$ cat config.mk
export PLATFORM = sky130hd
export DESIGN_NAME = i2s_mic_receiver
export DESIGN_NICKNAME = d
export VERILOG_FILES = /design/src/rtl/i2s_mic_receiver.sv
export SDC_FILE = /design/constraint.sdc
export NUM_CORES = 1
export LEC_CHECK = 0
export CORE_AREA = 2 2 103 105
export DETAILED_ROUTE_END_ITERATION = 8
export DIE_AREA = 0 0 105 107
export GPL_ROUTABILITY_DRIVEN = 0
export PLACE_DENSITY_LB_ADDON = 0.15
export SLEW_MARGIN = 20
export SYNTH_ARGS = -nofsm -noshare
export SYNTH_HDL_FRONTEND = slang
export SYNTH_SLANG_ARGS = --single-unit
$ cat constraint.sdc
create_clock -name clk_i -period 7.35 [get_ports clk_i]
set_input_delay 0.735 -clock clk_i [delete_from_list [all_inputs] [get_ports clk_i]]
set_output_delay 0.735 -clock clk_i [all_outputs]
set_load 0.02 [all_outputs]
$ cat src/rtl/i2s_mic_receiver.sv
// I2S master/receiver: generates SCK/WS, assembles stereo frames of WIDTH-bit samples,
// drops the settling frames after enable and hands frames out on a valid/ready port.
module i2s_mic_receiver #(
  parameter int unsigned WIDTH          = 24,
  parameter int unsigned SLOT_BITS      = 32,
  parameter int unsigned CLK_DIV        = 4,
  parameter int unsigned STARTUP_FRAMES = 2
) (
  input  logic             clk_i,
  input  logic             rst_i,
  input  logic             en_i,
  input  logic             sd_i,
  output logic             sck_o,
  output logic             ws_o,
  output logic [WIDTH-1:0] left_o,
  output logic [WIDTH-1:0] right_o,
  output logic             valid_o,
  input  logic             ready_i,
  output logic             overrun_o,
  input  logic             overrun_clr_i,
  output logic             busy_o
);

  localparam int unsigned DIV_W = $clog2(CLK_DIV);
  localparam int unsigned BIT_W = $clog2(SLOT_BITS);
  localparam int unsigned SU_W  = $clog2(STARTUP_FRAMES + 1);

  typedef enum logic [1:0] {
    S_IDLE   = 2'd0,
    S_WARMUP = 2'd1,
    S_RUN    = 2'd2
  } state_t;

  state_t             r_state;
  state_t             w_next_state;
  logic [DIV_W-1:0]   r_div_cnt;
  logic [BIT_W-1:0]   r_bit_cnt;
  logic [SU_W-1:0]    r_startup;
  logic               r_sck;
  logic               r_ws;
  logic [WIDTH-1:0]   r_shreg;
  logic [WIDTH-1:0]   r_left_hold;
  logic               r_cmp;
  logic [WIDTH-1:0]   r_left;
  logic [WIDTH-1:0]   r_right;
  logic               r_valid;
  logic               r_overrun;
  logic               r_busy;

  logic               w_active;
  logic               w_tick;
  logic               w_rise;
  logic               w_fall;
  logic               w_last_bit;
  logic               w_frame_end;
  logic               w_data_bit;
  logic               w_word_done;
  logic               w_deliver;
  logic [WIDTH-1:0]   w_shift;

  assign w_active    = (r_state != S_IDLE);
  assign w_tick      = w_active && (r_div_cnt == DIV_W'(CLK_DIV - 1));
  assign w_rise      = w_tick && !r_sck;
  assign w_fall      = w_tick && r_sck;
  assign w_last_bit  = (r_bit_cnt == BIT_W'(SLOT_BITS - 1));
  assign w_frame_end = w_fall && w_last_bit && r_ws;
  assign w_data_bit  = (r_bit_cnt != '0) && (r_bit_cnt <= BIT_W'(WIDTH));
  assign w_word_done = w_rise && (r_bit_cnt == BIT_W'(WIDTH));
  assign w_shift     = {r_shreg[WIDTH-2:0], sd_i};
  // Shift register and left hold stay untouched for many clk cycles after completion.
  assign w_deliver   = r_cmp && (r_state == S_RUN);

  always_ff @(posedge clk_i or posedge rst_i) begin
    if (rst_i) r_state <= S_IDLE;
    else       r_state <= w_next_state;
  end

  always_comb begin
    w_next_state = r_state;
    unique case (r_state)
      S_IDLE: begin
        if (en_i) w_next_state = S_WARMUP;
      end
      S_WARMUP: begin
        if (w_frame_end) begin
          if (!en_i)                       w_next_state = S_IDLE;
          else if (r_startup == SU_W'(1))  w_next_state = S_RUN;
        end
      end
      S_RUN: begin
        if (w_frame_end && !en_i) w_next_state = S_IDLE;
      end
      default: w_next_state = S_IDLE;
    endcase
  end

  // SCK/WS generation and slot bit position
  always_ff @(posedge clk_i or posedge rst_i) begin
    if (rst_i) begin
      r_div_cnt <= '0;
      r_sck     <= 1'b0;
      r_bit_cnt <= '0;
      r_ws      <= 1'b0;
      r_startup <= SU_W'(STARTUP_FRAMES);
    end else if (!w_active) begin
      r_div_cnt <= '0;
      r_sck     <= 1'b0;
      r_bit_cnt <= '0;
      r_ws      <= 1'b0;
      r_startup <= SU_W'(STARTUP_FRAMES);
    end else begin
      r_div_cnt <= w_tick ? '0 : r_div_cnt + DIV_W'(1);
      if (w_tick) r_sck <= ~r_sck;
      if (w_fall) begin
        r_bit_cnt <= w_last_bit ? '0 : r_bit_cnt + BIT_W'(1);
        if (w_last_bit) r_ws <= ~r_ws;
      end
      if (w_frame_end && (r_state == S_WARMUP)) r_startup <= r_startup - SU_W'(1);
    end
  end

  // Sample SD on rising SCK; dummy bit and tristated tail bits are skipped
  always_ff @(posedge clk_i or posedge rst_i) begin
    if (rst_i) begin
      r_shreg     <= '0;
      r_left_hold <= '0;
      r_cmp       <= 1'b0;
    end else begin
      if (w_rise && w_data_bit)     r_shreg     <= w_shift;
      if (w_word_done && !r_ws)     r_left_hold <= w_shift;
      r_cmp <= w_word_done && r_ws;
    end
  end

  // Frame hand-off with sticky overrun; a set beats a simultaneous clear
  always_ff @(posedge clk_i or posedge rst_i) begin
    if (rst_i) begin
      r_left    <= '0;
      r_right   <= '0;
      r_valid   <= 1'b0;
      r_overrun <= 1'b0;
      r_busy    <= 1'b0;
    end else begin
      if (w_deliver && (!r_valid || ready_i)) begin
        r_left  <= r_left_hold;
        r_right <= r_shreg;
        r_valid <= 1'b1;
      end else if (r_valid && ready_i) begin
        r_valid <= 1'b0;
      end
      if (w_deliver && r_valid && !ready_i) r_overrun <= 1'b1;
      else if (overrun_clr_i)               r_overrun <= 1'b0;
      r_busy <= (w_next_state != S_IDLE);
    end
  end

  assign sck_o     = r_sck;
  assign ws_o      = r_ws;
  assign left_o    = r_left;
  assign right_o   = r_right;
  assign valid_o   = r_valid;
  assign overrun_o = r_overrun;
  assign busy_o    = r_busy;

endmodule

==> run_results.csv <==
group,metric,value,unit
placed_design,dpl-instance-area,5190,um2
timing,fin_worst_skew,6.39,ps
critical_path,worstSetupPathType,"register to register",
layout,footprint_of_the_multi_input_gates,1550,um2
floorplan,row_count,37,
detailed_routing,postRouteAntennaNets,0,
global_route,grt_start_max_net_pins,85,
yosys,ys_warn_count,0,
layout,sequential_cell_area,2830,um2
placed_design,numPortBuffers,58,
hold_path,holdCritPathClass,"register to register",
critical_path,reg2reg_setup_slack,4770,ps
placed_design,hpwl,4.60,mm
floorplan,core_area,10100,um2
critical_path,worstSetupEndpointType,"register",
global_route,grt_pass1_wl,13.3,mm
power_and_ir_drop,irDropWorstVdd,0.169,mV
critical_path,crit_fanout,13,
global_route,globalRouteOverflowTotal,0,
flow_run,maxcap_viol_count,0,
yosys,synth_cell_type_count,39,
layout,design_area,5800,um2
yosys,netlist.area_leader.share,62.5,%
detailed_routing,route.vias.total,2538,
yosys,postSynthRegisterBits,113,
critical_path,r2r.worst_path.cells,6,
hold_path,holdCritStartpoint,"r_div_cnt[0]",
yosys,synth-async-reset-ratio,100,%
detailed_routing,drt_iter0_drc,50,
timing,setup_viol,0,
critical_path,worst_setup_path_start_kind,"register",
critical_path,critical-path-top-delay-family,"simple AND/OR/NAND/NOR gates",
critical_path,required_arrival_time_at_the_worst_endpoint,7740,ps
power_and_ir_drop,power_leakage,2.76,nW
cts,clock_tree.buffer_depth,2,
layout,final.fill_count,866,
cts,cts_inserted_buffers,17,
detailed_routing,detail_route.wirelength,7.58,mm
floorplan,die_x,105,um
timing,max-slew-margin-rel,36.5,%
layout,area_growth_syn_to_layout,29.3,%
detailed_routing,route.detailed.wl_per_inst,15.0,um
floorplan,design.die.area,11200,um2
yosys,synth-edff-count,0,
cts,cts_num_sinks,113,
run_status,outcome,"finished, final reports clean",
cts,post_cts_buffers,0,
layout,final_layout_size_suffix_gt1_share,37.3,%
cts,ctsRootBufferMaster,"sky130_fd_sc_hd__clkbuf_8",
timing,fin_crit,2580,ps
yosys,netlist_area,4480,um2
power_and_ir_drop,p_per_area,284,nW/um2
floorplan,effective_utilization_at_floorplan,44.4,%
cts,cts_resized,0,
hold_path,whs_path_depth,1,
layout,num-nets-final,369,
global_route,grt_pass1_vias,2790,
timing,finalHoldViolCount,0,
global_route,grtUsageTotal,15.2,%
timing,tightest_slew,945,ps
critical_path,critical_path.cell_chain,"inv_1 -> ha_1 -> nand4b_1 -> nor4_4 -> buf_4 -> mux2_2",
yosys,dominantRegCellSynth,"sky130_fd_sc_hd__dfrtp_1",
timing,slew_viol_final,0,
cts,clkTransAtPathRegs,50,ps
global_route,grt_antenna_before_repair,0,
detailed_routing,drtPass1Iterations,4,
cts,clkLatencyLatePin,500,ps
yosys,synth.yosys.seq_area_share,63.1,%
yosys,syn_nets,301,
timing,rsz0062_at_grt,"false",
critical_path,critPathBufInv,2,
timing,totalNegativeSetupSlack,0,ps
hold_path,timing.hold.worst_endpoint,"r_div_cnt[0]",
cts,postCtsHoldBufs,0,
floorplan,die-height,107,um
yosys,netlist.top_cell.by_area,"sky130_fd_sc_hd__dfrtp_1",
detailed_routing,routed_via_density,5.02,
timing,max_clock_freq,0.388,GHz
cts,clock_tree_from_tritoncts,"done",
yosys,synth.avg_cell_area,15.5,um2
timing,share_of_the_cycle_needed_by_the_critical_path_after_routing,35.1,%
critical_path,arrival,2970,ps
cts,ctsHtreeMaxLevel,4,
layout,antenna_fix_cells,0,
detailed_routing,route.detailed.drc,0,
critical_path,critical-path-max-stage-delay,750,ps
critical_path,r2r-end,"r_left_hold[0]",
yosys,post_synth_main_area_contributors,"sky130_fd_sc_hd__dfrtp_1 63%, sky130_fd_sc_hd__mux2_2 23%, sky130_fd_sc_hd__ha_1 1.4%",
critical_path,worst_r2r_startpoint,"r_bit_cnt[0]",
yosys,netlist_instances,290,
floorplan,ioPinCount,59,
critical_path,critical_path.slowest_cell,"sky130_fd_sc_hd__nor4_4",
==> power by group <==
part	internal, W	switching (W)
Combinational	0.0000605	0.0000625
Clock	0.000563	0.000265
Sequential	0.000657	0.0000383
==> state kept, by name, summed over array words and instances, names as in the netlist, 2 cells and up <==
name	cells
left_o	24
r_bit_cnt	5
r_div_cnt	2
r_left_hold	24
r_shreg	24
r_startup	2
r_state	2
right_o	24
==> cell families (layout without fill, tap and decap cells) <==
kind of cell             Yosys count  count (layout)  share of synthesized area, %
buffers and inverters             19              99                          2.43
multiplexers                      96              96                          24.1
XOR/XNOR                           1               1                         0.195
adder cells (fa/ha/maj)            5               5                          1.40
AND/OR/NAND/NOR                   38              38                          5.89
AO/OA/AOI/OAI                     18              18                          2.85
flip-flops                       113             113                          63.1
==> per-stage QoR <==
stage / power (W) / hold slack (ps) / setup WS (ps) / instances / utilization, %
floorplan: 0.000792 / 415 / 3630 / 290 / -
global placement: 0.000822 / 424 / 4720 / 475 / 51.4
detailed placement: 0.000828 / 439 / 4740 / 475 / 51.4
CTS: 0.00167 / 446 / 4700 / 506 / 57.4
global route: 0.00172 / 468 / 4560 / 506 / 57.4
finish: 0.00165 / 444 / 4770 / 506 / 57.4
==> layout by cell type, fill, tap and decap left out, types with 2 or more instances in the layout <==
cell type,Yosys,layout
sky130_fd_sc_hd__clkinv_2,0,5
sky130_fd_sc_hd__clkbuf_16,0,16
sky130_fd_sc_hd__mux2_2,93,93
sky130_fd_sc_hd__nor2b_1,4,3
sky130_fd_sc_hd__a21oi_1,7,7
sky130_fd_sc_hd__ha_1,5,5
sky130_fd_sc_hd__nand2b_1,2,2
sky130_fd_sc_hd__bufinv_16,0,4
sky130_fd_sc_hd__buf_4,4,3
sky130_fd_sc_hd__nand3_1,5,5
sky130_fd_sc_hd__inv_1,6,5
sky130_fd_sc_hd__dfrtp_1,112,112
sky130_fd_sc_hd__o21ai_0,4,4
sky130_fd_sc_hd__or4b_2,2,2
sky130_fd_sc_hd__nand2_1,5,5
sky130_fd_sc_hd__clkbuf_8,0,3
sky130_fd_sc_hd__clkdlybuf4s50_1,0,58
sky130_fd_sc_hd__nand2b_4,2,2
sky130_fd_sc_hd__nor2_1,4,4
sky130_fd_sc_hd__and3_1,2,2
sky130_fd_sc_hd__mux2_1,3,3
sky130_fd_sc_hd__nor3_1,2,2
==> cells in the mapped netlist, drive strengths merged, types with 2 or more instances <==
library cell and count:
o21ai 4, a21oi 7, or4b 2, ha 5
nand2b 4, nor3 2, buf 12, nor2b 4
dfrtp 112, nand2 5, mux2 96, nor4b 2
nand3 5, and3 2, inv 6, nor2 5
==> per-layer routing <==
layer,up-vias,wire [um],global-route usage [%]
li1,1175,-,-
met1,1293,3470,18.9
met2,58,3590,23.7
met3,12,405,5.59
met4,0,110,7.14
met5,-,0,0
==> final cells by class <==
type	count	area share, %
clock buffer	20	7.68
timing repair buffer	62	10.6
sequential	113	48.8
multi-input combinational	158	26.8
clock inverter	11	2.78
inverter	6	0.432
tap	136	2.94
==> how the worst max path moves through the flow <==
| stage | startpoint | end | slack [ps] | cells past startpoint |
|---|---|---|---|---|
| finish | r_bit_cnt[0] | r_left_hold[0] | 4770 | 6 |
| global route | r_bit_cnt[0] | r_left_hold[0] | 4560 | 6 |
| CTS | r_bit_cnt[0] | r_left_hold[9] | 4700 | 6 |
| detailed placement | ready_i | right_o[0] | 4740 | 5 |
| global placement | r_bit_cnt[0] | r_left_hold[0] | 4720 | 6 |
| floorplan | rst_i | busy_o | 3630 | 1 |
(Power assumes the default switching activity.)
